$ cat config.mk
export PLATFORM = sky130hd
export DESIGN_NAME = mult_div_unit
export DESIGN_NICKNAME = d
export VERILOG_FILES = /design/src/rtl/mdu_pkg.sv /design/src/rtl/mdu_div_step.sv /design/src/rtl/mult_div_unit.sv
export SDC_FILE = /design/constraint.sdc
export NUM_CORES = 1
export LEC_CHECK = 0
export CORE_MARGIN = 2
export CORE_UTILIZATION = 50
export DETAILED_ROUTE_END_ITERATION = 10
export GPL_TIMING_DRIVEN = 0
export PLACE_DENSITY = 0.71
export SETUP_SLACK_MARGIN = 0.2
export SLEW_MARGIN = 20
export SYNTH_ARGS = -nofsm -noshare
export SYNTH_HDL_FRONTEND = slang
export SYNTH_SLANG_ARGS = --single-unit
export TNS_END_PERCENT = 100
$ cat constraint.sdc
create_clock -name clk -period 13.18 [get_ports clk]
set_clock_uncertainty 0.15 [all_clocks]
set_input_delay 2.636 -clock clk [delete_from_list [all_inputs] [get_ports clk]]
set_output_delay 2.636 -clock clk [all_outputs]
set_load 0.01 [all_outputs]
$ cat src/rtl/mdu_pkg.sv
// mdu_pkg: shared definitions for the iterative multiply/divide unit.
//   MDU_WIDTH  default operand / HI / LO width
//   ITER_W     iteration counter width, wide enough to hold MDU_WIDTH
//   mdu_op_e   operation codes presented on op
//   mdu_state_e controller state encoding
package mdu_pkg;

   localparam int MDU_WIDTH = 32;
   localparam int ITER_W    = $clog2(MDU_WIDTH + 1);

   typedef enum logic [1:0] {
      OP_MULT  = 2'b00,
      OP_MULTU = 2'b01,
      OP_DIV   = 2'b10,
      OP_DIVU  = 2'b11
   } mdu_op_e;

   typedef enum logic [1:0] {
      ST_IDLE = 2'b00,
      ST_MUL  = 2'b01,
      ST_DIV  = 2'b10,
      ST_DONE = 2'b11
   } mdu_state_e;

endpackage

$ cat src/rtl/mdu_div_step.sv
// mdu_div_step: one combinational restoring-division step.
//   rem_i      partial remainder before the step
//   quo_i      dividend bits still to be consumed (MSB first), quotient bits fill from the LSB
//   divisor_i  divisor magnitude
//   rem_o      partial remainder after the step
//   quo_o      shifted dividend/quotient word with the new quotient bit in the LSB
module mdu_div_step #(
   parameter int WIDTH = 32
) (
   input  logic [WIDTH-1:0] rem_i,
   input  logic [WIDTH-1:0] quo_i,
   input  logic [WIDTH-1:0] divisor_i,
   output logic [WIDTH-1:0] rem_o,
   output logic [WIDTH-1:0] quo_o
);

   logic [WIDTH:0] shifted;
   logic [WIDTH:0] trial;
   logic           fits;

   // The remainder is always below the divisor, so the shifted value fits in
   // WIDTH+1 bits and the top bit of the trial difference is a clean borrow.
   assign shifted = {rem_i, quo_i[WIDTH-1]};
   assign trial   = shifted - {1'b0, divisor_i};
   assign fits    = ~trial[WIDTH];

   always_comb begin
      rem_o = fits ? trial[WIDTH-1:0] : shifted[WIDTH-1:0];
      quo_o = {quo_i[WIDTH-2:0], fits};
   end

endmodule

$ cat src/rtl/mult_div_unit.sv
// mult_div_unit: iterative multiply/divide unit with architectural HI/LO.
//   clk     system clock, rising edge
//   rst_n   asynchronous reset, active low
//   start   launch an operation (honoured only in IDLE or DONE)
//   op      00 MULT, 01 MULTU, 10 DIV, 11 DIVU
//   rs_val  multiplicand / dividend
//   rt_val  multiplier / divisor
//   hi_we   MTHI write strobe (ignored while busy)
//   lo_we   MTLO write strobe (ignored while busy)
//   wdata   MTHI/MTLO data
//   busy    operation in progress
//   done    one-cycle pulse, HI/LO hold the new result
//   hi, lo  HI / LO registers
//
// state   | meaning
// --------+----------------------------------------------------
// ST_IDLE | no operation; HI/LO writable, start accepted
// ST_MUL  | shift-add multiply iterations
// ST_DIV  | restoring divide iterations
// ST_DONE | result just written; start accepted back-to-back
module mult_div_unit
   import mdu_pkg::*;
#(
   parameter int WIDTH = MDU_WIDTH
) (
   input  logic             clk,
   input  logic             rst_n,
   input  logic             start,
   input  logic [1:0]       op,
   input  logic [WIDTH-1:0] rs_val,
   input  logic [WIDTH-1:0] rt_val,
   input  logic             hi_we,
   input  logic             lo_we,
   input  logic [WIDTH-1:0] wdata,
   output logic             busy,
   output logic             done,
   output logic [WIDTH-1:0] hi,
   output logic [WIDTH-1:0] lo
);

   mdu_state_e         state_q, state_d;
   logic [ITER_W-1:0]  cnt_q, cnt_d;
   logic [2*WIDTH-1:0] acc_q, acc_d;
   logic [WIDTH-1:0]   mcand_q, mcand_d;
   logic               neg_q, neg_d;
   logic               rneg_q, rneg_d;
   logic [WIDTH-1:0]   hi_q, hi_d;
   logic [WIDTH-1:0]   lo_q, lo_d;

   logic               idle_like;
   logic               last_iter;
   logic               signed_op;
   logic               rs_neg, rt_neg;
   logic [WIDTH-1:0]   rs_mag, rt_mag;
   logic               div_zero;
   logic [WIDTH:0]     mul_sum;
   logic [2*WIDTH-1:0] mul_next;
   logic [2*WIDTH-1:0] prod_fix;
   logic [WIDTH-1:0]   div_rem, div_quo;

   assign idle_like = (state_q == ST_IDLE) || (state_q == ST_DONE);
   assign last_iter = (cnt_q == ITER_W'(WIDTH - 1));

   assign signed_op = (op == OP_MULT) || (op == OP_DIV);
   assign rs_neg    = signed_op & rs_val[WIDTH-1];
   assign rt_neg    = signed_op & rt_val[WIDTH-1];
   assign rs_mag    = rs_neg ? -rs_val : rs_val;
   assign rt_mag    = rt_neg ? -rt_val : rt_val;
   assign div_zero  = (rt_val == '0);

   // Multiply: acc = {partial product, remaining multiplier bits}; add the
   // multiplicand into the upper half when the multiplier LSB is set, then
   // shift the whole accumulator right one place.
   assign mul_sum  = {1'b0, acc_q[2*WIDTH-1:WIDTH]} + {1'b0, (acc_q[0] ? mcand_q : {WIDTH{1'b0}})};
   assign mul_next = {mul_sum, acc_q[WIDTH-1:1]};
   assign prod_fix = neg_q ? -mul_next : mul_next;

   // Divide: acc = {partial remainder, dividend/quotient word}.
   mdu_div_step #(.WIDTH(WIDTH)) u_div_step (
      .rem_i     (acc_q[2*WIDTH-1:WIDTH]),
      .quo_i     (acc_q[WIDTH-1:0]),
      .divisor_i (mcand_q),
      .rem_o     (div_rem),
      .quo_o     (div_quo)
   );

   always_ff @(posedge clk or negedge rst_n) begin
      if (!rst_n) begin
         state_q <= ST_IDLE;
      end else begin
         state_q <= state_d;
      end
   end

   always_comb begin
      state_d = state_q;
      case (state_q)
         ST_IDLE, ST_DONE: begin
            if (start) state_d = op[1] ? ST_DIV : ST_MUL;
            else       state_d = ST_IDLE;
         end
         ST_MUL, ST_DIV: begin
            if (last_iter) state_d = ST_DONE;
         end
         default: state_d = ST_IDLE;
      endcase
   end

   always_comb begin
      busy = (state_q == ST_MUL) || (state_q == ST_DIV);
      done = (state_q == ST_DONE);
   end

   always_comb begin
      cnt_d   = cnt_q;
      acc_d   = acc_q;
      mcand_d = mcand_q;
      neg_d   = neg_q;
      rneg_d  = rneg_q;
      hi_d    = hi_q;
      lo_d    = lo_q;
      case (state_q)
         ST_IDLE, ST_DONE: begin
            if (hi_we) hi_d = wdata;
            if (lo_we) lo_d = wdata;
            if (start) begin
               cnt_d = '0;
               if (!op[1]) begin
                  acc_d   = {{WIDTH{1'b0}}, rt_mag};
                  mcand_d = rs_mag;
                  neg_d   = rs_neg ^ rt_neg;
                  rneg_d  = 1'b0;
               end else if (div_zero) begin
                  // Zero divisor: dividing the raw dividend by zero yields
                  // all-ones quotient and the raw dividend as remainder.
                  acc_d   = {{WIDTH{1'b0}}, rs_val};
                  mcand_d = '0;
                  neg_d   = 1'b0;
                  rneg_d  = 1'b0;
               end else begin
                  acc_d   = {{WIDTH{1'b0}}, rs_mag};
                  mcand_d = rt_mag;
                  neg_d   = rs_neg ^ rt_neg;
                  rneg_d  = rs_neg;
               end
            end
         end
         ST_MUL: begin
            acc_d = mul_next;
            cnt_d = cnt_q + ITER_W'(1);
            if (last_iter) begin
               hi_d = prod_fix[2*WIDTH-1:WIDTH];
               lo_d = prod_fix[WIDTH-1:0];
            end
         end
         ST_DIV: begin
            acc_d = {div_rem, div_quo};
            cnt_d = cnt_q + ITER_W'(1);
            if (last_iter) begin
               lo_d = neg_q  ? -div_quo : div_quo;
               hi_d = rneg_q ? -div_rem : div_rem;
            end
         end
         default: ;
      endcase
   end

   always_ff @(posedge clk or negedge rst_n) begin
      if (!rst_n) begin
         cnt_q   <= '0;
         acc_q   <= '0;
         mcand_q <= '0;
         neg_q   <= 1'b0;
         rneg_q  <= 1'b0;
         hi_q    <= '0;
         lo_q    <= '0;
      end else begin
         cnt_q   <= cnt_d;
         acc_q   <= acc_d;
         mcand_q <= mcand_d;
         neg_q   <= neg_d;
         rneg_q  <= rneg_d;
         hi_q    <= hi_d;
         lo_q    <= lo_d;
      end
   end

   assign hi = hi_q;
   assign lo = lo_q;

endmodule

==> metrics.log <==
INFO  metric run_status = completed
INFO  metric synth_area_per_cell = 7.37 sq um
INFO  metric timing.max_cap.violations = 0
INFO  metric setup_viol = 0
INFO  metric grt.total_usage = 41.9%
INFO  metric synth_area = 18300 sq um
INFO  metric finalNetCount = 2847
INFO  metric worst_setup_path_end_kind = flip-flop
INFO  metric cts_tree = built
INFO  metric synth_fp_nets = 2659
INFO  metric fp-row-count = 70
INFO  metric synthCells = 2481
INFO  metric min_period_over_period = 61.0%
INFO  metric cts.root.buffer_cell = clkbuf_16
INFO  metric n_antenna_cell = 0
INFO  metric synth_cell_types = 86
INFO  metric area_growth = 15.6%
INFO  metric grt_antenna_before_repair = 0
INFO  metric reg2reg_setup_slack = 5.13 ns
INFO  metric min_period = 8.05 ns
INFO  metric grt_first_pass_wirelength = 121000 um
INFO  metric timing.max_slew.rel_slack = 17.0%
INFO  metric finalWeightedCongestion = 1.11
INFO  metric critPathMaxFanout = 10
INFO  metric cts_post_setup_buffers_inserted = 0
INFO  metric rsz_0062_raised_after_global_routing = no
INFO  metric floorplan_die_area = 38100 sq um
INFO  metric h-tree-depth = 4
INFO  metric cts_resized = 0
INFO  metric synth_ff_type = dfrtp_1
INFO  metric highest_layer = met4
INFO  metric start_util = 50.3%
INFO  metric grt_start_max_net_pins = 90
INFO  metric postSynth.asyncResetShare = 100%
INFO  metric synth.top_cell.area_share = 23.3%
INFO  metric reg2regPathDepth = 22
INFO  metric die_height = 195 um
INFO  metric core_area = 36300 sq um
INFO  metric drive_gt1_share = 3.09%
INFO  metric regToRegEndpoint = hi[30]$_DFFE_PN0P_
INFO  metric detail_route.iter0.violations = 2677
INFO  metric filler_cell_count = 3596
INFO  metric setup.worst_path.start = acc_q[31]$_DFFE_PN0P_
INFO  metric drv_slew = 0
INFO  metric yosys_register_bits = 170
INFO  metric met3_length = 7480 um
INFO  metric instance_count_along_the_most_critical_hold_path = 2
INFO  metric antenna_violating_nets_post_route = 0
INFO  metric timing.critical_path.required = 13.36 ns
INFO  metric dpl.hpwl = 65500 um
INFO  metric synth-seq-area-share = 23.3%
INFO  metric synthDominantAreaCellType = dfrtp_1
INFO  metric fmaxAchievable = 124 MHz
INFO  metric worst_setup_path_start_kind = flip-flop
INFO  metric worst_margin_slew = 1.24 ns
INFO  metric worst_setup_hold_path_clk_slew = 0.07 ns
INFO  metric clock_insertion_delay_worst_skew = 0.47 ns
INFO  metric report.final.hold_viol_count = 0
INFO  metric num_io_pins = 169
INFO  metric via_count_of_the_first_global_routing_pass = 20100
INFO  metric ff_latch_area = 4250 sq um
INFO  metric multiInputGateArea = 13100 sq um
INFO  metric fin_tns_setup = 0 ns
INFO  metric synth.top_cells.by_area = dfrtp_1 (23%), xnor2_1 (6.7%), nand2_1 (6.1%), a21oi_1 (6.1%), ha_1 (5.0%)
INFO  metric post-route-drc-count = 0
INFO  metric detailroute.via_count = 21300
INFO  metric wl_met2 = 35900 um
INFO  metric cts.path.max_buffers = 2
INFO  metric routed_wire_length_per_instance = 25.8 um
INFO  metric postCtsHoldBufs = 0
INFO  metric overflow = 0
INFO  metric cp.arrival = 8.23 ns
INFO  metric yosysWarnings = 0
INFO  metric hp-class = flip-flop to flip-flop
INFO  metric drt-pass1-iter-count = 6
INFO  metric worst_setup_path_endpoint = hi[30]$_DFFE_PN0P_
INFO  metric placement.io_buffers = 167
INFO  metric number_of_enable_type_register_cells_in_the_synthesized_netlist = 0
INFO  metric setup.worst_path.class = flip-flop to flip-flop
INFO  metric r2r-start = acc_q[31]$_DFFE_PN0P_
INFO  metric mean_number_of_vias_per_cell = 6.76
INFO  metric cts_sinks = 170
INFO  metric hold_path_startpoint = mcand_q[2]$_DFFE_PN0P_
INFO  metric totalWireLength = 81200 um
INFO  metric cts_inserted_buffers = 17
INFO  metric route.layer.met1.wl = 31600 um
INFO  metric die_x = 195 um
==> critical path, cell delays in order, from the launching register on <==
cell and delay, ns:
dfrtp_1 0.56, inv_1 0.08, ha_1 0.23, fa_1 0.42
nand2b_1 0.21, a21o_1 0.24, a2111oi_2 0.90, o311ai_0 0.22
o211a_1 0.32, inv_1 0.28, buf_2 0.34, buf_2 0.30
buf_1 0.57, o21ai_0 0.38, inv_1 0.12, ha_1 0.25
nand2_1 0.08, mux2i_1 0.52, nand2_1 0.18, o41ai_1 0.90
a21oi_1 0.15, o21ai_0 0.35, a31oi_1 0.14
==> area by class of cell <==
type / instances / area share [%]
buffer: 185 / 3.38
clock buffer: 20 / 2.11
sequential: 170 / 20.1
timing repair buffer: 169 / 8.08
tap: 468 / 2.77
inverter: 73 / 1.30
multi-input combinational: 2053 / 61.7
clock inverter: 12 / 0.503
==> registers in the layout (all words and copies together), names as in the netlist <==
signal,count
acc_q,64
hi,32
lo,32
mcand_q,32
cnt_q,6
state_q,2
neg_q,1
rneg_q,1
==> how the worst min path moves through the flow <==
stage / to / slack (ns)
6_report: mcand_q[2]$_DFFE_PN0P_ / 0.33
5_1_grt: lo[12]$_DFFE_PN0P_ / 0.35
3_5_place_dp: lo[13]$_DFFE_PN0P_ / 0.32
2_1_floorplan: mcand_q[10]$_DFFE_PN0P_ / 0.30
4_1_cts: lo[29]$_DFFE_PN0P_ / 0.33
3_3_place_gp: hi[7]$_DFFE_PN0P_ / 0.31
==> cells in the mapped netlist (all sizes together), types with 31 or more instances <==
cell type  count
clkbuf       154
o31ai         90
nand3         43
ha            73
dfrtp        170
xnor2        140
nand2        300
o21ai        171
nor3          58
buf           31
or3           40
inv           72
xor2          92
mux2i         42
a31oi         33
a21oi        224
nor2         235
a221oi        88
==> stage by stage <==
| stage | hold slack (ns) | area, sq um | utilization, % | worst slack (ns) | instances |
|---|---|---|---|---|---|
| floorplan | 0.300 | 18300 | - | 7.33 | 2481 |
| global placement | 0.312 | 20500 | 56.5 | 2.08 | 3116 |
| detailed placement | 0.316 | 20600 | 56.7 | 5.48 | 3118 |
| CTS | 0.331 | 21100 | 58.2 | 5.58 | 3150 |
| global route | 0.353 | 21100 | 58.2 | 5.05 | 3150 |
| finish | 0.327 | 21100 | 58.2 | 5.13 | 3150 |
==> routing by layer <==
| layer | vias up | track usage (%) |
|---|---|---|
| li1 | 9540 | - |
| met4 | 0 | 27.2 |
| met3 | 336 | 8.01 |
| met2 | 1312 | 66.9 |
| met1 | 10100 | 52.0 |
| met5 | - | 0 |
==> cell families after synthesis <==
| logic type | share of synthesized area (%) |
|---|---|
| flops | 23.3 |
| mux | 2.48 |
| simple gates | 21.5 |
| fa+ha+maj | 5.21 |
| compound gates | 31.0 |
| buf+inv | 5.41 |
| xor+xnor | 11.1 |
==> cell usage in the layout, fill, tap and decap left out, types with 29 or more instances in the layout <==
cell,instances
ha_1,73
a21oi_1,224
a21o_1,29
nor2_1,234
or3_1,40
nand2_1,299
inv_1,71
mux2i_1,42
o31ai_1,90
dfrtp_1,170
a221oi_1,87
clkbuf_1,156
a31oi_1,33
o22ai_1,29
o21ai_0,168
xnor2_1,140
xor2_1,92
clkdlybuf4s50_1,166
nand3_1,43
nor3_1,58
Power is not shown: default switching activity piles up to over one toggle a cycle in this logic, so the estimate is an artifact.
